===== src/rtl/regfile_pkg.sv =====
// Shared types and sizes for the register-file sequencer.
// Optional build macro REGFILE_SEQ_R0_ZERO_EN is consumed in regfile_seq.sv.
package regfile_pkg;

    localparam int ADDR_W    = 5;
    localparam int DATA_W    = 32;
    localparam int NREGS_DEF = 16;

    typedef enum logic [1:0] {
        IDLE = 2'd0,
        RD_A = 2'd1,
        RD_B = 2'd2,
        RESP = 2'd3
    } state_t;

    function automatic logic addr_oor(input logic [ADDR_W-1:0] addr, input int nregs);
        return int'(addr) >= nregs;
    endfunction

endpackage


===== src/rtl/regfile_seq_runcnt.sv =====
// Saturating count of consecutive writeback grants made while a read waits.
module regfile_seq_runcnt #(
    parameter int MAX_WB_RUN = 4
) (
    input  logic clk,
    input  logic rst,
    input  logic inc,
    input  logic clr,
    output logic at_limit
);

    logic [3:0] run;

    always_ff @(posedge clk) begin
        if (rst)
            run <= 4'd0;
        else if (clr)
            run <= 4'd0;
        else if (inc && run != 4'd15)
            run <= run + 4'd1;
    end

    assign at_limit = (run >= 4'(MAX_WB_RUN));

endmodule


===== src/rtl/regfile_seq.sv =====
// Arbitrates one single-port register file between decode operand reads and writebacks.
// Build macro REGFILE_SEQ_R0_ZERO_EN: register 0 reads as zero and ignores writes.
module regfile_seq
    import regfile_pkg::*;
#(
    parameter int NREGS      = NREGS_DEF,
    parameter int MAX_WB_RUN = 4
) (
    input  logic              clk,
    input  logic              rst,
    input  logic              req_valid,
    output logic              req_ready,
    input  logic              req_single,
    input  logic [ADDR_W-1:0] rs_addr,
    input  logic [ADDR_W-1:0] rt_addr,
    output logic              rsp_valid,
    input  logic              rsp_ready,
    output logic [DATA_W-1:0] op_a,
    output logic [DATA_W-1:0] op_b,
    output logic              rsp_err,
    input  logic              wb_valid,
    output logic              wb_ready,
    input  logic [ADDR_W-1:0] wb_addr,
    input  logic [DATA_W-1:0] wb_data,
    output logic              wb_err,
    output logic              rf_we,
    output logic [ADDR_W-1:0] rf_addr,
    output logic [DATA_W-1:0] rf_wdata,
    input  logic [DATA_W-1:0] rf_rdata
);

    state_t            state;
    logic [ADDR_W-1:0] rs_q, rt_q;
    logic              single_q, err_q;
    logic              wb_grant, rd_grant, at_limit, run_inc, run_clr;
    logic              wr_oor, wr_zero;

    function automatic logic is_r0(input logic [ADDR_W-1:0] a);
`ifdef REGFILE_SEQ_R0_ZERO_EN
        return a == '0;
`else
        return a != a;
`endif
    endfunction

    function automatic logic [DATA_W-1:0] rd_val(input logic [ADDR_W-1:0] a);
        return (addr_oor(a, NREGS) || is_r0(a)) ? '0 : rf_rdata;
    endfunction

    assign wr_oor  = addr_oor(wb_addr, NREGS);
    assign wr_zero = is_r0(wb_addr);

    // In RESP the read has already completed, so a waiting writeback always wins.
    always_comb begin
        wb_grant = 1'b0;
        rd_grant = 1'b0;
        if (!rst) begin
            case (state)
                IDLE: begin
                    wb_grant = wb_valid && (!req_valid || !at_limit);
                    rd_grant = req_valid && !wb_grant;
                end
                RESP:    wb_grant = wb_valid;
                default: ;
            endcase
        end
    end

    assign req_ready = rd_grant;
    assign wb_ready  = wb_grant;
    assign rf_we     = wb_grant && !wr_oor && !wr_zero;
    assign wb_err    = wb_grant && wr_oor;
    assign rsp_valid = !rst && (state == RESP);
    assign rsp_err   = rsp_valid && err_q;

    always_comb begin
        rf_addr  = '0;
        rf_wdata = '0;
        if (rf_we) begin
            rf_addr  = wb_addr;
            rf_wdata = wb_data;
        end else if (!rst && state == RD_A) begin
            rf_addr = rs_q;
        end else if (!rst && state == RD_B) begin
            rf_addr = rt_q;
        end
    end

    assign run_inc = (state == IDLE) && wb_grant && req_valid;
    assign run_clr = rd_grant || (wb_grant && !run_inc);

    regfile_seq_runcnt #(.MAX_WB_RUN(MAX_WB_RUN)) u_runcnt (
        .clk      (clk),
        .rst      (rst),
        .inc      (run_inc),
        .clr      (run_clr),
        .at_limit (at_limit)
    );

    always_ff @(posedge clk) begin
        if (rst) begin
            state    <= IDLE;
            op_a     <= '0;
            op_b     <= '0;
            rs_q     <= '0;
            rt_q     <= '0;
            single_q <= 1'b0;
            err_q    <= 1'b0;
        end else begin
            case (state)
                IDLE: begin
                    if (rd_grant) begin
                        rs_q     <= rs_addr;
                        rt_q     <= rt_addr;
                        single_q <= req_single;
                        err_q    <= addr_oor(rs_addr, NREGS) ||
                                    (!req_single && addr_oor(rt_addr, NREGS));
                        state    <= RD_A;
                    end
                end
                RD_A: begin
                    op_a <= rd_val(rs_q);
                    if (single_q) begin
                        op_b  <= '0;
                        state <= RESP;
                    end else begin
                        state <= RD_B;
                    end
                end
                RD_B: begin
                    op_b  <= rd_val(rt_q);
                    state <= RESP;
                end
                RESP: begin
                    if (rsp_ready)
                        state <= IDLE;
                end
                default: state <= IDLE;
            endcase
        end
    end

endmodule


===== config.mk =====
export PLATFORM = sky130hd
export DESIGN_NAME = regfile_seq
export DESIGN_NICKNAME = d
export VERILOG_FILES = /design/src/rtl/regfile_pkg.sv /design/src/rtl/regfile_seq_runcnt.sv /design/src/rtl/regfile_seq.sv
export SDC_FILE = /design/constraint.sdc
export NUM_CORES = 1
export LEC_CHECK = 0
export BUFFER_PORTS_ARGS = -buffer_cell sky130_fd_sc_hd__buf_2
export CAP_MARGIN = 20
export CORE_ASPECT_RATIO = 1.4
export CORE_MARGIN = 1
export CORE_UTILIZATION = 45
export CTS_BUF_LIST = sky130_fd_sc_hd__clkbuf_16
export DETAILED_ROUTE_END_ITERATION = 12
export GPL_ROUTABILITY_DRIVEN = 1
export GPL_TIMING_DRIVEN = 1
export PLACE_DENSITY = 0.86
export SLEW_MARGIN = 20
export SYNTH_ARGS = -nofsm -noshare
export SYNTH_HDL_FRONTEND = slang
export SYNTH_SLANG_ARGS = --single-unit

===== constraint.sdc =====
create_clock -name clk -period 2.2 [get_ports clk]
set_input_delay 0.11 -clock clk [delete_from_list [all_inputs] [get_ports clk]]
set_output_delay 0.11 -clock clk [all_outputs]
set_load 0.03 [all_outputs]

# --- Yosys cells after proc, flatten, opt, wreduce, memory -nomap -nowiden ---
# Cells that the tools add are included.
word_totals:
  ff_bits: 82
  latch_bits: 0
  ram_bits: 0
  mem_bits_ro: 0
  inputBits: 85
  output_inout_bits: 107
  word_cells: 67
  n_memories: 0
op_classes:
  n_addsub: 1
  n_mul: 0
  n_div: 0
  magnitude_cmp: 6
  eq_ne: 7
  shift: 0
  mux: 16
  n_bitwise: 0
  n_reduce_logical: 29
op_table:
  columns: ["cell", "n"]
  rows:
  - ["two-way mux 32 bit", 4]
  - ["case mux 32 bit (2 select lines)", 1]
  - [">= comparator 5 bit (second input constant)", 5]
  - ["two-way mux 5 bit", 3]
  - ["logical AND 1 bit", 13]
  - ["case mux 2 bit (4 select lines)", 1]
  - ["logical NOT 1 bit", 7]
  - ["inequality test 2 bit (second input constant)", 3]
  - ["AND reduction 2 bit", 3]
  - ["adder 4 x 1 -> 4 bit (second input constant)", 1]
  - ["equality test 2 bit (second input constant)", 2]
  - [">= comparator 4 x 3 -> 1 bit (second input constant)", 1]
  - ["two-way mux 1 bit", 4]
  - ["two-way mux 2 bit", 2]
  - ["inequality test 4 bit (second input constant)", 1]
  - ["logical OR 1 bit", 3]
  - ["equality test 2 x 1 -> 1 bit (second input constant)", 1]
  - ["logical NOT 2 bit", 1]
  - ["case mux 1 bit (2 select lines)", 1]
  - ["nonzero test 2 bit", 1]
  - ["OR reduction 2 bit", 1]

# --- Longest topological paths before layout ---
depth:
  word_depth: 12
  ltp_mapped: 8
  ltp_nobuf: 6

# --- Modules after synthesis ---
# Synthesis repeated with hierarchy kept, for this count alone.
unflattened:
  hier_cells: 448
  hier_area_um2: 3619.7
by_module_without_submodules:
  columns: ["mod", "n_inst", "cells_per_inst", "area_per_inst_um2", "seq_area_each_um2"]
  rows:
  - ["regfile_seq", 1, 426, 3415.8, 1561.5]
  - ["regfile_seq_runcnt", 1, 22, 203.9, 80.1]

# --- Worst setup path before layout ---
# Ideal clock, no wire load.
synth_path:
  kind: "flip-flop to output port"
  startpoint: "register state[0]"
  endpoint: "output wb_err"
  arrival_ps: 2087
  required_time_ps: 2090
  slack_ps: 3
  path_stages_with_launch: 7
  n_path_buf: 1
  path_cell_list: "dfxtp_1 -> inv_1 -> ha_1 -> or3b_1 -> buf_6 -> nor2_1 -> and2_1"
synth_between:
  elab_chain_len: 4
  word_cells_on_any_way: 5
  classes_between: "eq/ne (1); mux (2); reduce/logical (2)"
synth_lines:
  columns: ["item", "line_no", "source"]
  rows:
  - ["from (decl)", "regfile_seq.sv:32", "state_t state;"]
  - ["from (signal assigned)", "regfile_seq.sv:102", "state <= IDLE;"]
  - ["from (signal assigned)", "regfile_seq.sv:118", "state <= RD_A;"]
  - ["from (signal assigned)", "regfile_seq.sv:125", "state <= RESP;"]
  - ["equality test 2 bit or logical NOT 2 bit (tied branches)", "regfile_seq.sv:58", "case (state)"]
  - ["case mux 1 bit (2 select lines) *", "regfile_seq.sv:58", null]
  - ["two-way mux 1 bit *", "regfile_seq.sv:57", "if (!rst) begin"]
  - ["named net wb_ready", "regfile_seq.sv:22", "output logic wb_ready,"]
  - ["logical AND 1 bit *", "regfile_seq.sv:72", "assign wb_err = wb_grant && wr_oor;"]
  - ["to (decl)", "regfile_seq.sv:25", "output logic wb_err,"]
# The timed path passes the listed nets; every way through them passes the cells marked *.

# --- Worst setup path after layout ---
layout_path:
  startpoint: "register state[1]"
  endpoint: "output rf_addr[3]"
layout_between:
  elab_chain_len: 5
  word_cells_on_any_way: 12
  classes_between: "eq/ne (3); mux (5); reduce/logical (4)"
layout_lines:
  columns: ["item", "line_no", "source"]
  rows:
  - ["equality test 2 bit (tied with other cells)", "regfile_seq.sv:58", null]
  - ["case mux 1 bit (2 select lines) or logical AND 1 bit (tied branches)", "regfile_seq.sv:58, regfile_seq.sv:84", null]
  - ["two-way mux 1 bit or two-way mux 5 bit (tied branches)", "regfile_seq.sv:57, regfile_seq.sv:84", null]
  - ["logical AND 1 bit or two-way mux 5 bit (tied branches)", "regfile_seq.sv:71, regfile_seq.sv:82", null]
  - ["two-way mux 5 bit *", "regfile_seq.sv:79", "if (rf_we) begin"]
  - ["to (decl)", "regfile_seq.sv:27", "output logic [ADDR_W-1:0] rf_addr,"]
# Every way passes the cells marked *; elsewhere a longest branch is shown, timed or not.

==> results.cfg <==
[detailed_routing]
drtAntennaViolNets = 0
wl_per_cell_um = 16.4
vias = 4012
dr.first_iter.drc_count = 193
drtPass1Iterations = 5
route.detailed.drc = 0
viasPerCell = 5.34
drt_wl_total_um = 12300

[synth]
ys_async_sr_fraction_pct = 0
ys_warn_count = 0
syn_avg_cell_area_um2 = 7.97
ys_seq_elements = 82
netlist_instances = 455
yosysTopAreaCell = dfxtp_1
ys.flop_type = dfxtp_1
synth_nets = 546
yosysUniqueCellTypes = 36
syn_area_um2 = 3630
synth_most_common_cell = a21oi_1
netlist_top_cells_area = dfxtp_1 45%, a21oi_1 12%, nor2b_1 6.0%, and2_1 5.9%, nand2_1 5.2%
ys_seq_area_share_pct = 45.3
synthTopCellsByCount = 84 x a21oi_1, 82 x dfxtp_1, 50 x nand2_1
synth_edf_count = 0
synth_top_area_share_pct = 45.3

[run]
maxCapViolCount = 0

[clocking]
cts_buffers = 9
clock-root-buffer = clkbuf_16
clockBufferDepth = 2
cts_tree = yes
clock-sinks = 82
clock_latency_ns = 0.33
ctsHoldBuffers = 0
clk_pin_slew_ns = 0.05
htree_levels = 3

[global_route]
antenna_found_initial = 2
first_global_vias = 3691
overflow = 0
grt_max_degree = 51
grt_pass1_wl_um = 18200
track_usage_pct = 27.9

[worst_setup_path]
crit_chain = inv_2 > ha_4 > or3b_4 > nor3_4 > buf_6 > mux2_4 > buf_6
cp.required_ns = 2.09
worstSetupStartpointType = register
critPathMaxStageDelay_ns = 0.39
crit_path_max_fanout = 6
crit_top_cell = buf_6
cp_data_arrival_time_ns = 2.23
critPathSlowestCell = or3b_4
critPathKind = reg -> out
critPathCaptureType = primary output

[sta]
finalClockSkew_ns = 0.00452
setup_tns_ns = -2.65
max_freq_mhz = 427
hold_viol = 0
setup_viol = 34
min_period_ns = 2.34
finalMaxSlewViolations = 0
holdWs_ns = 0.0184
rsz0062_at_grt = true
post-route-period-util_pct = 106
slew-limit-headroom_pct = 51.5
worst_slack_ns = -0.139
worst_slew_pin_slew_ns = 0.724

[hold_path]
hold_path_class = in -> reg

[run_status]
violations = negative setup slack
status = finished with violations

[die]
dieHeight_um = 108
dieArea_um2 = 8430
core_area_um2 = 7800
initial_core_util_pct = 46.5
placementRows = 38
ioPinCount = 192
die_x_um = 77.9

[placement]
port_buffers = 191
place.gp.congestion = 0.831
post_dp_cell_area_um2 = 4680
dp_slack_ns = 0.0203
dp_hpwl_um = 7850
place_inst = 726

[power]
power_switching_w = 0.00208
ir_drop_mv = 0.697
p_int_w = 0.00357
p_seq_share_pct = 31.5
swShare_pct = 36.8
clkPwrFrac_pct = 29.5
power.leakage_nw = 2.51
power.density_nw_per_um2 = 1040
pwr-share-comb_pct = 39.0

[layout]
area_growth_pct = 49.1
num-nets-final = 736
fin_area_um2 = 5410
drive_gt1_share_pct = 41.7
nFillCells = 604
final_cells = 751
critical path, delay by kind of cell, from the launching register on:
family,cells,cell delay (ns)
fa+ha+maj,1,0.23
buf+inv,3,0.39
flops,1,0.33
mux,1,0.32
simple gates,2,0.63
cell type report:
| cell class | count | area, µm² | share of cell area (%) |
|---|---|---|---|
| Clock inverter | 7 | 108 | 1.99 |
| Antenna cell | 1 | 2.50 | 0.0463 |
| Tap cell | 100 | 125 | 2.31 |
| Sequential cell | 82 | 1640 | 30.4 |
| Timing Repair Buffer | 215 | 1360 | 25.2 |
| Multi-Input combinational cell | 331 | 1910 | 35.4 |
| Clock buffer | 9 | 225 | 4.17 |
| Inverter | 6 | 25.0 | 0.463 |
cells by family (layout without fill, tap and decap cells):
kind of cell,Yosys count,in the layout,synth area share [%]
and+or+nand+nor,210,210,29.1
AOI/OAI and AO/OA,106,106,15.9
DFF,82,82,45.3
buffers and inverters,42,237,5.10
muxes,7,7,2.07
adders and majority gates,6,6,2.07
xor gates and xnor gates,2,2,0.483
other,0,1,0
sequential cells by signal, summed over array words and instances (netlist names):
| register | count |
|---|---|
| single_q | 1 |
| err_q | 1 |
| op_a | 32 |
| u_runcnt.run | 4 |
| rs_q | 5 |
| op_b | 32 |
| rt_q | 5 |
| state | 2 |
placed cells by master (no fill, tap or decap), types with 2 or more instances in the layout:
cell type and n:
buf_2 154, a21oi_1 83, dfxtp_1 80, nand2_1 50
nor2_1 39, nor2b_1 34, nand3_1 33, buf_6 29
buf_4 27, and2_4 21, o21ai_0 13, and2_1 13
clkbuf_16 10, nand3b_1 4, mux2_4 4, inv_1 4
ha_1 4, nor2_2 3, nor3_1 3, nand2b_1 3
mux2i_1 3, bufinv_16 3, clkbuf_4 3, nor3b_1 2
xnor2_1 2, clkinv_1 2, clkinv_2 2, dfxtp_2 2
routing by layer:
metal / global-route usage (%) / vias up / routed length, µm
li1: - / 1888 / -
met1: 30.4 / 1881 / 4610
met2: 47.3 / 207 / 6130
met3: 9.87 / 34 / 1080
met4: 15.0 / 2 / 472
met5: 0 / - / 13
final timing paths:
| kind | from | end | slack (ns) | cells past startpoint |
|---|---|---|---|---|
| max | state[1]$_SDFFE_PP0P_ | rf_addr[3] | -0.14 | 7 |
| min | rt_addr[2] | rt_q[2]$_SDFFE_PP0P_ | 0.02 | 3 |
| max reg2reg | state[1]$_SDFFE_PP0P_ | op_a[26]$_SDFFE_PP0P_ | 0.15 | 8 |
| min reg2reg | op_b[31]$_SDFFE_PP0P_ | op_b[31]$_SDFFE_PP0P_ | 0.45 | 2 |
stage by stage:
step | power (W) | utilization, %
after global routing | 0.00590 | 69.3
after floorplan | 0.00312 | -
final | 0.00565 | 69.3
after global placement | 0.00366 | 60.0
after CTS | 0.00557 | 68.1
after detailed placement | 0.00371 | 60.0
what timing repair did:
action,in CTS,in global routing
endpoints found under the hold margin,0,0
pin swaps,3,14
buffers inserted,3,1
cloned,3,1
resized for setup,87,20
setup endpoints to repair,40,39
power groups by stage:
stage	Clock, W	Combinational, W	Sequential, W
after floorplan	0	0.00102	0.00210
after global placement	0	0.00188	0.00179
after detailed placement	0	0.00192	0.00179
after CTS	0.00169	0.00210	0.00178
after global routing	0.00175	0.00235	0.00180
final	0.00167	0.00220	0.00178
(Power assumes the default switching activity.)
